**src/rtl/ram_ctrl_pkg.sv**
```systemverilog
// Shared types and default sizing for the single-port RAM request/response controller.
// The INIT state only exists when RAM_CTRL_INIT_EN is defined.
package ram_ctrl_pkg;

    localparam int unsigned RAM_CTRL_ADDR_W = 10;
    localparam int unsigned RAM_CTRL_DATA_W = 8;

    typedef enum logic [2:0] {
        ST_IDLE,
        ST_ACCESS,
        ST_RDWAIT,
        ST_RESP
`ifdef RAM_CTRL_INIT_EN
        ,
        ST_INIT
`endif
    } state_e;

endpackage

```
**src/rtl/ram_ctrl_init.sv**
```systemverilog
// Post-reset clearing sweep: walks every RAM address once, flagging the last one.
// Compiled only when RAM_CTRL_INIT_EN is defined.
`ifdef RAM_CTRL_INIT_EN
module ram_ctrl_init
    import ram_ctrl_pkg::*;
#(
    parameter int unsigned ADDR_W = RAM_CTRL_ADDR_W
) (
    input  logic              clk,
    input  logic              rst,
    input  logic              en_i,
    output logic [ADDR_W-1:0] addr_o,
    output logic              done_o
);

    logic [ADDR_W-1:0] cnt_q;
    logic [ADDR_W-1:0] cnt_d;

    always_comb begin
        cnt_d = cnt_q;
        if (en_i) begin
            cnt_d = cnt_q + 1'b1;
        end
    end

    always_ff @(posedge clk) begin
        if (rst) begin
            cnt_q <= '0;
        end else begin
            cnt_q <= cnt_d;
        end
    end

    assign addr_o = cnt_q;
    // done marks the cycle in which the final address is being written
    assign done_o = en_i && (&cnt_q);

endmodule
`endif

```
**src/rtl/ram_ctrl.sv**
```systemverilog
// Request/response front end for a synchronous single-port RAM with one-cycle read latency.
// Define RAM_CTRL_INIT_EN to zero-fill the whole RAM after every reset before accepting requests.
module ram_ctrl
    import ram_ctrl_pkg::*;
#(
    parameter int unsigned ADDR_W = RAM_CTRL_ADDR_W,
    parameter int unsigned DATA_W = RAM_CTRL_DATA_W
) (
    input  logic              clk,
    input  logic              rst,
    input  logic              req_valid,
    output logic              req_ready,
    input  logic              req_write,
    input  logic [ADDR_W-1:0] req_addr,
    input  logic [DATA_W-1:0] req_wdata,
    output logic              rsp_valid,
    input  logic              rsp_ready,
    output logic [DATA_W-1:0] rsp_data,
    output logic [ADDR_W-1:0] rsp_addr,
    output logic              ram_cs,
    output logic              ram_we,
    output logic [ADDR_W-1:0] ram_addr,
    output logic [DATA_W-1:0] ram_wdata,
    input  logic [DATA_W-1:0] ram_rdata
);

`ifdef RAM_CTRL_INIT_EN
    localparam state_e RESET_STATE = ST_INIT;
`else
    localparam state_e RESET_STATE = ST_IDLE;
`endif

    state_e            state_q, state_d;
    logic              write_q;
    logic [ADDR_W-1:0] addr_q;
    logic [DATA_W-1:0] wdata_q;
    logic [DATA_W-1:0] rsp_data_q;
    logic [ADDR_W-1:0] rsp_addr_q;
    logic              handshake;

`ifdef RAM_CTRL_INIT_EN
    logic [ADDR_W-1:0] init_addr;
    logic              init_done;

    ram_ctrl_init #(
        .ADDR_W(ADDR_W)
    ) u_init (
        .clk    (clk),
        .rst    (rst),
        .en_i   (state_q == ST_INIT),
        .addr_o (init_addr),
        .done_o (init_done)
    );
`endif

    always_comb begin
        state_d   = state_q;
        req_ready = 1'b0;
        rsp_valid = 1'b0;
        ram_cs    = 1'b0;
        ram_we    = 1'b0;
        ram_addr  = addr_q;
        ram_wdata = wdata_q;
        case (state_q)
            ST_IDLE: begin
                req_ready = 1'b1;
                if (req_valid) begin
                    state_d = ST_ACCESS;
                end
            end
            ST_ACCESS: begin
                ram_cs  = 1'b1;
                ram_we  = write_q;
                state_d = write_q ? ST_IDLE : ST_RDWAIT;
            end
            ST_RDWAIT: begin
                state_d = ST_RESP;
            end
            ST_RESP: begin
                rsp_valid = 1'b1;
                if (rsp_ready) begin
                    state_d = ST_IDLE;
                end
            end
`ifdef RAM_CTRL_INIT_EN
            ST_INIT: begin
                ram_cs    = 1'b1;
                ram_we    = 1'b1;
                ram_addr  = init_addr;
                ram_wdata = '0;
                if (init_done) begin
                    state_d = ST_IDLE;
                end
            end
`endif
            default: begin
                state_d = ST_IDLE;
            end
        endcase
        // Reset gates the strobes combinationally so an aborted access never reaches the RAM
        if (rst) begin
            req_ready = 1'b0;
            ram_cs    = 1'b0;
            ram_we    = 1'b0;
        end
    end

    assign handshake = req_valid && req_ready;

    always_ff @(posedge clk) begin
        if (rst) begin
            state_q    <= RESET_STATE;
            write_q    <= 1'b0;
            addr_q     <= '0;
            wdata_q    <= '0;
            rsp_data_q <= '0;
            rsp_addr_q <= '0;
        end else begin
            state_q <= state_d;
            if (handshake) begin
                write_q <= req_write;
                addr_q  <= req_addr;
                wdata_q <= req_wdata;
            end
            if (state_q == ST_RDWAIT) begin
                rsp_data_q <= ram_rdata;
                rsp_addr_q <= addr_q;
            end
        end
    end

    assign rsp_data = rsp_data_q;
    assign rsp_addr = rsp_addr_q;

endmodule

```
**config.mk**
```make
export PLATFORM = sky130hd
export DESIGN_NAME = ram_ctrl
export DESIGN_NICKNAME = d
export VERILOG_FILES = /design/src/rtl/ram_ctrl_pkg.sv /design/src/rtl/ram_ctrl_init.sv /design/src/rtl/ram_ctrl.sv
export SDC_FILE = /design/constraint.sdc
export NUM_CORES = 1
export LEC_CHECK = 0
export ABC_CLOCK_PERIOD_IN_PS = 2000
export BUFFER_PORTS_ARGS = -buffer_cell sky130_fd_sc_hd__buf_2
export CORE_UTILIZATION = 48
export CTS_CLUSTER_SIZE = 25
export DETAILED_ROUTE_END_ITERATION = 16
export GPL_ROUTABILITY_DRIVEN = 0
export HOLD_SLACK_MARGIN = 0.03
export PLACE_DENSITY = 0.94
export SYNTH_ARGS = -nofsm -noshare
export SYNTH_HDL_FRONTEND = slang
export SYNTH_SLANG_ARGS = --single-unit
export TNS_END_PERCENT = 20
```
**constraint.sdc**
```tcl
create_clock -name clk -period 2 [get_ports clk]
set_input_delay 0.1 -clock clk [delete_from_list [all_inputs] [get_ports clk]]
set_output_delay 0.1 -clock clk [all_outputs]
set_load 0.02 [all_outputs]
```
Word level (Yosys, flattened, before mapping)
Cells that the tools add are included.

Multiplexer cells: 11. Equality and inequality tests: 5. Reductions and logical operators: 3.

Operators by type and width (number): one-hot mux 3 bit (4 select lines) (1); 2-to-1 mux 1 bit (7); == test 3 x 2 -> 1 bit, second input constant (2); 2-to-1 mux 3 bit (2); != test 2 bit, second input constant (2); == test 3 x 1 -> 1 bit, second input constant (1); logical NOT 3 bit (1); 2-to-1 mux 2 bit (1); AND reduction 2 bit (1); logical AND 1 bit (1).

Bits of input ports: 31. Output and inout bits: 40. Register bits after elaboration: 40. Logic and storage cells: 25.

Longest topological paths before layout
Gate-level depths: netlist of the first run.

Depth in word-level cells: 4. Mapped depth: 6. Mapped depth without buffers: 3.

Worst setup path after synthesis of the first run
OpenSTA, ideal clock, no wires.

Path type: register to output. From: reg state_q[0]. To: out ram_we. Cell stages (with the launch flop): 4. Buffers on the path: 1. Setup slack: 0.560 ns. Data required time: 1.900 ns. Arrival: 1.340 ns. Cell sequence: dfxtp_1 > buf_4 > nor3b_1 > and2_1.

Longest elaborated chain between the ends: 3.

RTL lines: start, declared (RTL line ram_ctrl.sv:33) `state_e state_q, state_d;`; start signal, assigned (RTL line ram_ctrl.sv:119) `state_q <= state_d;`; == test 3 x 1 -> 1 bit (RTL line ram_ctrl.sv:64) `case (state_q)`; 2-to-1 mux 1 bit (RTL line ram_ctrl.sv:64); 2-to-1 mux 1 bit (RTL line ram_ctrl.sv:101) `if (rst) begin`; end, declared (RTL line ram_ctrl.sv:21) `output logic ram_we,`.

Every way passes these cells.

Final worst setup path of the first run
Ends and elaborated chain as after synthesis.

==> results of run 1 <==
## final cells by class
class | count | area [um^2] | area share
Multi-Input combinational cell | 126 | 560.5 | 0.2667
Timing Repair Buffer | 101 | 653.1 | 0.3107
Clock buffer | 8 | 68.82 | 0.03274
Tap cell | 31 | 38.79 | 0.01845
Sequential cell | 39 | 780.7 | 0.3714
## kinds of logic (layout without fill, tap and decap cells)
family | Yosys count | after routing | synth area share
buffers and inverters | 14 | 109 | 0.06620
and+or+nand+nor | 87 | 87 | 0.2544
AOI/OAI and AO/OA | 39 | 39 | 0.1359
DFF | 39 | 39 | 0.5436
## state kept, by name, indices dropped and copies added, names as in the netlist
| register | flops |
|---|---|
| ram_addr | 10 |
| rsp_addr | 10 |
| ram_wdata | 8 |
| rsp_data | 8 |
| state_q | 2 |
| write_q | 1 |
## cell usage in the layout (no fill, tap or decap)
cell / count
a21oi_1: 39
and2_1: 2
buf_2: 70
buf_4: 3
clkbuf_1: 1
clkbuf_4: 5
clkbuf_8: 2
dfxtp_1: 39
dlygate4sd3_1: 28
nand2_1: 77
nand2b_1: 1
nor2_1: 1
nor2b_1: 1
nor3_1: 1
nor3b_1: 1
nor3b_4: 1
or2b_1: 1
or3b_1: 1
## how the worst max path moves through the flow
stage | slack [ns] | startpoint | to
2_1_floorplan | 0.56 | state_q[0] | ram_we
3_3_place_gp | 0.59 | state_q[1] | ram_addr[8]
3_5_place_dp | 0.55 | state_q[1] | ram_addr[7]
4_1_cts | 0.34 | state_q[0] | ram_we
5_1_grt | 0.28 | state_q[0] | ram_we
6_report | 0.33 | state_q[0] | ram_we
## stage by stage
step / setup WS, ns / cells / power (mW) / hold slack [ns] / area, um^2
final: 0.3278 / 305 / 1.599 / 0.05641 / 2102
after global routing: 0.2848 / 305 / 1.665 / 0.07412 / 2102
after CTS: 0.3378 / 305 / 1.597 / 0.05293 / 2102
after detailed placement: 0.5530 / 269 / 1.123 / 0.3455 / 1753
after global placement: 0.5941 / 269 / 1.115 / 0.3412 / 1753
after floorplan: 0.5596 / 179 / 1.046 / 0.2360 / 1436
## power groups by stage
| stage | logic, mW | registers, mW | clock network [mW] |
|---|---|---|---|
| 6_report | 0.299 | 0.854 | 0.446 |
| 5_1_grt | 0.324 | 0.859 | 0.482 |
| 4_1_cts | 0.293 | 0.854 | 0.450 |
| 3_5_place_dp | 0.251 | 0.872 | 0 |
| 3_3_place_gp | 0.246 | 0.868 | 0 |
| 2_1_floorplan | 0.140 | 0.907 | 0 |
## layer usage
metal / vias to the layer above / routed length [um]
met2: 53 / 2094
met3: 8 / 173
met5: - / 0
li1: 761 / -
met1: 675 / 1480
met4: 0 / 79
## critical path, cell delays in order (launching register included)
cell     delay (ns)
dfxtp_1        0.53
nor3b_1        0.35
and2_1         0.19
buf_2          0.16
==> out/results.md, run 1 <==
| Group | Quantity | Value |
|:---|:---|:---|
| hold path | WHS Path Cells | 4 |
| floorplanning | Height of the die | 56.71 um |
| hold path | Worst min path class | input port to flop |
| yosys | Top flip-flop cell by instance count after synthesis | dfxtp_1 |
| critical path | R2r worst-path depth | 3 |
| yosys | Post-synthesis async set-or-reset flop share | 0 |
| global routing | Global-route track usage on met1 | 0.2565 |
| power | Proportion of total power due to net switching | 0.2780 |
| yosys | Top post-synthesis cells by area | dfxtp_1 (54%), nand2_1 (20%), a21oi_1 (14%) |
| cells and area | Final-layout fill cell count | 221 |
| sta | Setup repair after global routing missed its margin | false |
| power | Leakage power figure | 0.9689 nW |
| clock network | Number of buffers inserted during clock tree synthesis | 5 |
| power | Power density over the cells | 760.6 nW/um^2 |
| critical path | Critical Path Start Type | flop |
| yosys | Average instance area after synthesis | 8.024 um^2 |
| yosys | Post-Synthesis Cells | 179 |
| floorplanning | I/O pin total | 71 |
| yosys | Synthesized net count | 210 |
| sta | Final Max Tran Viols | 0 |
| yosys | Number of synthesized flops with an enable pin | 0 |
| sta | Transition time at the pin with the least slew margin | 0.5977 ns |
| route | 1st-pass router iterations | 11 |
| floorplanning | Die width | 56.71 um |
| cells and area | Final nets | 304 |
| global routing | Initial antenna violation count | 0 |
| global routing | Via count of the first global-routing pass | 1418 |
| route | Antenna-violating nets left | 0 |
| cells and area | Ratio of cells with drive above 1 in the final layout | 0.2956 |
| global routing | Global-route met2 utilization | 0.4541 |
| clock network | CTS tree | yes |
| power | Gate power share | 0.187 |
| clock network | Count of buffers added by post-CTS timing repair for setup | 0 |
| sta | Portion of the clock cycle consumed by the worst path in the final layout | 0.8361 |
| yosys | Flip-flop and latch count after synthesis | 39 |
| critical path | Top fanout value on the critical path | 10 |
| yosys | Combined area of all synthesized cells | 1436 um^2 |
| clock network | Clock buffer depth | 2 |
| run | MaxCap Viol Count | 0 |
| sta | Setup-failing EPs final | 0 |
| sta | Slew headroom | 0.6015 |
| power | Share of total power in sequential cells | 0.534 |
| critical path | Worst r2r src | state_q[1] |
| hold path | Worst hold start | rsp_ready |
| route | Total via count in the routed design | 1497 |
| yosys | Synthesis warning total | 0 |
| cells and area | Area added between synthesis and finish | 46.34% |
| power | Clock network power share | 0.279 |
| route | DRC violation total after the first TritonRoute iteration | 50 |
| yosys | Fraction of synthesized cell area taken by the top area cell type | 0.5436 |
| global routing | Layer with the highest usage | met2 |
| sta | Fin Clk Skew | 0.003498 ns |
| clock network | CTS sink count | 39 |
| power | Design internal power | 1.154 mW |
| global routing | GRT Resource Usage Total | 0.2485 |
| critical path | Worst endpoint required time | 1.90 ns |
| sta | Final Hold Vio Count | 0 |
| floorplanning | Die Area | 3215 um^2 |
| sta | Final min period | 1.672 ns |
| global routing | Total global routing overflow | 0 |
| placement | Port Buffer Count | 70 |
| hold path | Hold Path Sink | state_q[1] |
| sta | Final-layout setup total negative slack | 0 ns |
| power | Net load switching power | 444.4 uW |
| clock network | Number of hold buffers added after CTS | 28 |
| route | Total routed wirelength | 3827 um |
| global routing | Pin count of the biggest net entering global routing | 41 |
| sta | Max frequency | 0.5980 GHz |
| clock network | Clk slew on worst S/H paths | 0.11 ns |
| floorplanning | Area inside the core boundary | 2805 um^2 |
| yosys | Yosys top cell by area | dfxtp_1 |
| power | Worst voltage drop across the vdd grid | 0.4856 mV |
| critical path | Worst r2r dst | ram_addr[7] |
| global routing | Met3 Use GR | 0.06452 |
| cells and area | Post-Route Utilization | 0.7493 |
| yosys | Post-synthesis sequential area ratio | 0.5436 |
| route | Routed vias/inst | 4.908 |
| placement | Post-DP HPWL | 2276 um |
| cells and area | Antenna Cells | 0 |
| clock network | Clock root cell | clkbuf_4 |
| critical path | Crit path DAT | 1.57 ns |
| clock network | Number of cells upsized or downsized after cts | 0 |
| outcome | Failing checks | DRC |
| floorplanning | FP Rows | 19 |
| route | Mean routed wirelength per cell | 12.55 um |
| outcome | Status | finished with violations |
| yosys | Top cell types by occurrence after synthesis | nand2_1 (77), a21oi_1 (39), dfxtp_1 (39) |
| critical path | Worst setup path class | flop to output pin |
| global routing | Global-route wire length before repair | 6044 um |
| clock network | Depth of the CTS H-tree | 2 |
| yosys | Distinct cell type count of the synthesized netlist | 17 |
| route | Detailed-route DRC error count | 6 |
| critical path | Register-to-Register Setup Slack | 0.53 ns |
| floorplanning | Initial Util | 0.5120 |
| critical path | Crit. End Element | output pin |
| yosys | Leading cell type by number of instances after synthesis | nand2_1 |
| clock network | Clock latency of the later-clocked register in the worst-skew pair | 0.34 ns |
Note: power is estimated with default switching activity, not from simulation.
==> run 2: changes to the inputs <==
--- a/config.mk
+++ b/config.mk
@@ -5,14 +5,14 @@
 export SDC_FILE = /design/constraint.sdc
 export NUM_CORES = 1
 export LEC_CHECK = 0
-export ABC_CLOCK_PERIOD_IN_PS = 2000
+export ABC_CLOCK_PERIOD_IN_PS = 1500
 export BUFFER_PORTS_ARGS = -buffer_cell sky130_fd_sc_hd__buf_2
-export CORE_UTILIZATION = 48
+export CORE_UTILIZATION = 40
 export CTS_CLUSTER_SIZE = 25
 export DETAILED_ROUTE_END_ITERATION = 16
 export GPL_ROUTABILITY_DRIVEN = 0
 export HOLD_SLACK_MARGIN = 0.03
-export PLACE_DENSITY = 0.94
+export PLACE_DENSITY = 0.85
 export SYNTH_ARGS = -nofsm -noshare
 export SYNTH_HDL_FRONTEND = slang
 export SYNTH_SLANG_ARGS = --single-unit
==> constraint.sdc (replaced) <==
create_clock -name clk -period 1.5 [get_ports clk]
set_input_delay 0.075 -clock clk [delete_from_list [all_inputs] [get_ports clk]]
set_output_delay 0.075 -clock clk [all_outputs]
set_load 0.02 [all_outputs]
==> out/results.md, run 2 (same netlist as run 1, synthesis figures left out) <==
| Group | Quantity | Value | Change |
|:---|:---|:---|:---|
| sta | Transition time at the pin with the least slew margin | 0.5985 ns | +0.0007651 ns |
| sta | Post-route worst setup slack | 0.09075 ns | -0.2370 ns |
| clock network | Number of buffers inserted during clock tree synthesis | 5 | unchanged |
| route | DRC violation total after the first TritonRoute iteration | 77 | +54% |
| clock network | CTS tree | yes |  |
| sta | Max frequency | 0.7096 GHz |  |
| floorplanning | Die Area | 3835 um^2 | +19% |
| clock network | Clock root cell | clkbuf_4 |  |
| critical path | Worst setup path class | flop to output pin |  |
| route | Mean routed wirelength per cell | 11.93 um | -5.0% |
| clock network | CTS sink count | 39 | unchanged |
| route | Antenna-violating nets left | 0 | unchanged |
| critical path | Cell chain of the critical path | buf_4 -> nor3b_2 -> and2_1 -> buf_2 |  |
| critical path | Delay of the slowest critical-path stage | 0.35 ns | -0.18 ns |
| cells and area | Final nets | 307 | +0.99% |
| critical path | Crit path DAT | 1.33 ns | -0.24 ns |
| run | MaxCap Viol Count | 0 | unchanged |
| route | Total routed wirelength | 3840 um | +0.34% |
| hold path | Worst min path class | input port to flop |  |
| sta | Setup-failing EPs final | 0 | unchanged |
| critical path | Worst endpoint required time | 1.42 ns | -0.48 ns |
| placement | Placed cell areas | 1787 um^2 | +1.9% |
| sta | Portion of the clock cycle consumed by the worst path in the final layout | 0.9395 |  |
| power | Power density over the cells | 976.9 nW/um^2 | +28% |
| floorplanning | Area inside the core boundary | 3390 um^2 | +21% |
| clock network | Depth of the CTS H-tree | 2 | unchanged |
| sta | Slew headroom | 0.6010 | about the same |
| route | 1st-pass router iterations | 6 | -5 |
| floorplanning | I/O pin total | 71 | unchanged |
| clock network | Clk slew on worst S/H paths | 0.10 ns | about the same |
| cells and area | Antenna Cells | 0 | unchanged |
| power | Leakage power figure | 0.9826 nW | +1.4% |
| floorplanning | Height of the die | 61.93 um | +9.2% |
| cells and area | Post-route non-filler standard cell count | 322 | +5.6% |
| power | Overall Power | 2.091 mW | +31% |
| sta | Final Hold Vio Count | 0 | unchanged |
| cells and area | Leading cell type in the layout, fill and taps excluded | nand2_1 |  |
| sta | Final-layout setup total negative slack | 0 ns | unchanged |
| clock network | Clock buffer depth | 2 | unchanged |
| sta | Final Max Tran Viols | 0 | unchanged |
| cells and area | Ratio of cells with drive above 1 in the final layout | 0.3152 | +0.01960 |
| outcome | Status | finished clean |  |
| route | Routed vias/inst | 4.578 | -6.7% |
| global routing | GRT Resource Usage Total | 0.1970 | -0.05158 |
| global routing | Via count of the first global-routing pass | 1281 | -9.7% |
| cells and area | Design Area, Final | 2141 um^2 | +1.8% |
| global routing | Initial antenna violation count | 0 | unchanged |
| placement | Post-DP HPWL | 2210 um | -2.9% |
| floorplanning | FP Rows | 21 | +2 |
| placement | Placed cells | 286 | +6.3% |
| global routing | Global-route wire length before repair | 5451 um | -9.8% |
| placement | Pre-CTS setup slack | 0.1503 ns | -0.4027 ns |
| critical path | Crit. End Element | output pin |  |
| cells and area | Most frequent cells in the layout | nand2_1 (77), buf_2 (70), a21oi_1 (39) |  |
| sta | Fin Clk Skew | 0.007211 ns | +0.003713 ns |
| route | Detailed-route DRC error count | 0 | -6 |
| sta | Final min period | 1.409 ns |  |
| sta | Hold_ws | 0.06240 ns | +0.005991 ns |
| critical path | Top fanout value on the critical path | 5 | -5 |
| global routing | Pin count of the biggest net entering global routing | 36 | -12% |
| critical path | Library cell contributing the largest single delay on the critical path | dfxtp_2 |  |
| cells and area | Post-Route Utilization | 0.6316 | -0.1177 |
| power | Worst voltage drop across the vdd grid | 0.5697 mV | +17% |
| critical path | Critical Path Start Type | flop |  |
| route | Total via count in the routed design | 1474 | -1.5% |
| cells and area | Area added between synthesis and finish | 49.04% |  |
| floorplanning | Initial Util | 0.4238 | -0.08827 |
| placement | Port Buffer Count | 70 | unchanged |
| clock network | Clock latency of the later-clocked register in the worst-skew pair | 0.33 ns | about the same |
| global routing | Total global routing overflow | 0 | unchanged |
| floorplanning | Die width | 61.93 um | +9.2% |
| sta | Setup repair after global routing missed its margin | false |  |
-- run 2: report_power, final --
part           switching, mW  internal [mW]
combinational          0.240          0.180
clock                  0.325          0.217
sequential            0.0347           1.09
total                  0.599           1.49
-- run 2: repair_timing --
action | in CTS | in global routing
hold endpoints to repair | 29 | 0
hold buffers | 29 | 0
resized for setup | 0 | 4
setup buffers | 0 | 0
endpoints found under the setup margin | 0 | 2
-- run 2: per-layer routing --
layer | global-route usage | part of all wire | up-vias | wire, um
li1 | - | - | 765 | -
met1 | 0.2049 | 0.40 | 654 | 1527
met2 | 0.3656 | 0.55 | 47 | 2114
met3 | 0.05383 | 0.036 | 8 | 137
met4 | 0.09206 | 0.016 | 0 | 61
met5 | 0 | 0 | - | 0
-- run 2: area by class of cell --
type / count / area [um^2]
fill: 288 / 1249
sequential: 39 / 783.3
timing repair buffer: 104 / 678.2
multi-input combinational: 126 / 565.5
tap: 46 / 57.56
clock buffer: 6 / 51.30
clock inverter: 1 / 5.005
-- run 2: worst paths after layout --
kind / from / to / slack [ns] / cells after the start
max: state_q[1] / ram_we / 0.09 / 4
min: rsp_ready / state_q[1] / 0.06 / 4
max reg2reg: state_q[0] / state_q[0] / 0.12 / 5
min reg2reg: rsp_addr[1] / rsp_addr[1] / 0.46 / 2
-- run 2: worst max-delay path, delay by kind of cell (launching register included) --
family,cells,cell delay [ns]
AND/OR/NAND/NOR,2,0.34
buffers and inverters,2,0.32
flip-flops,1,0.35
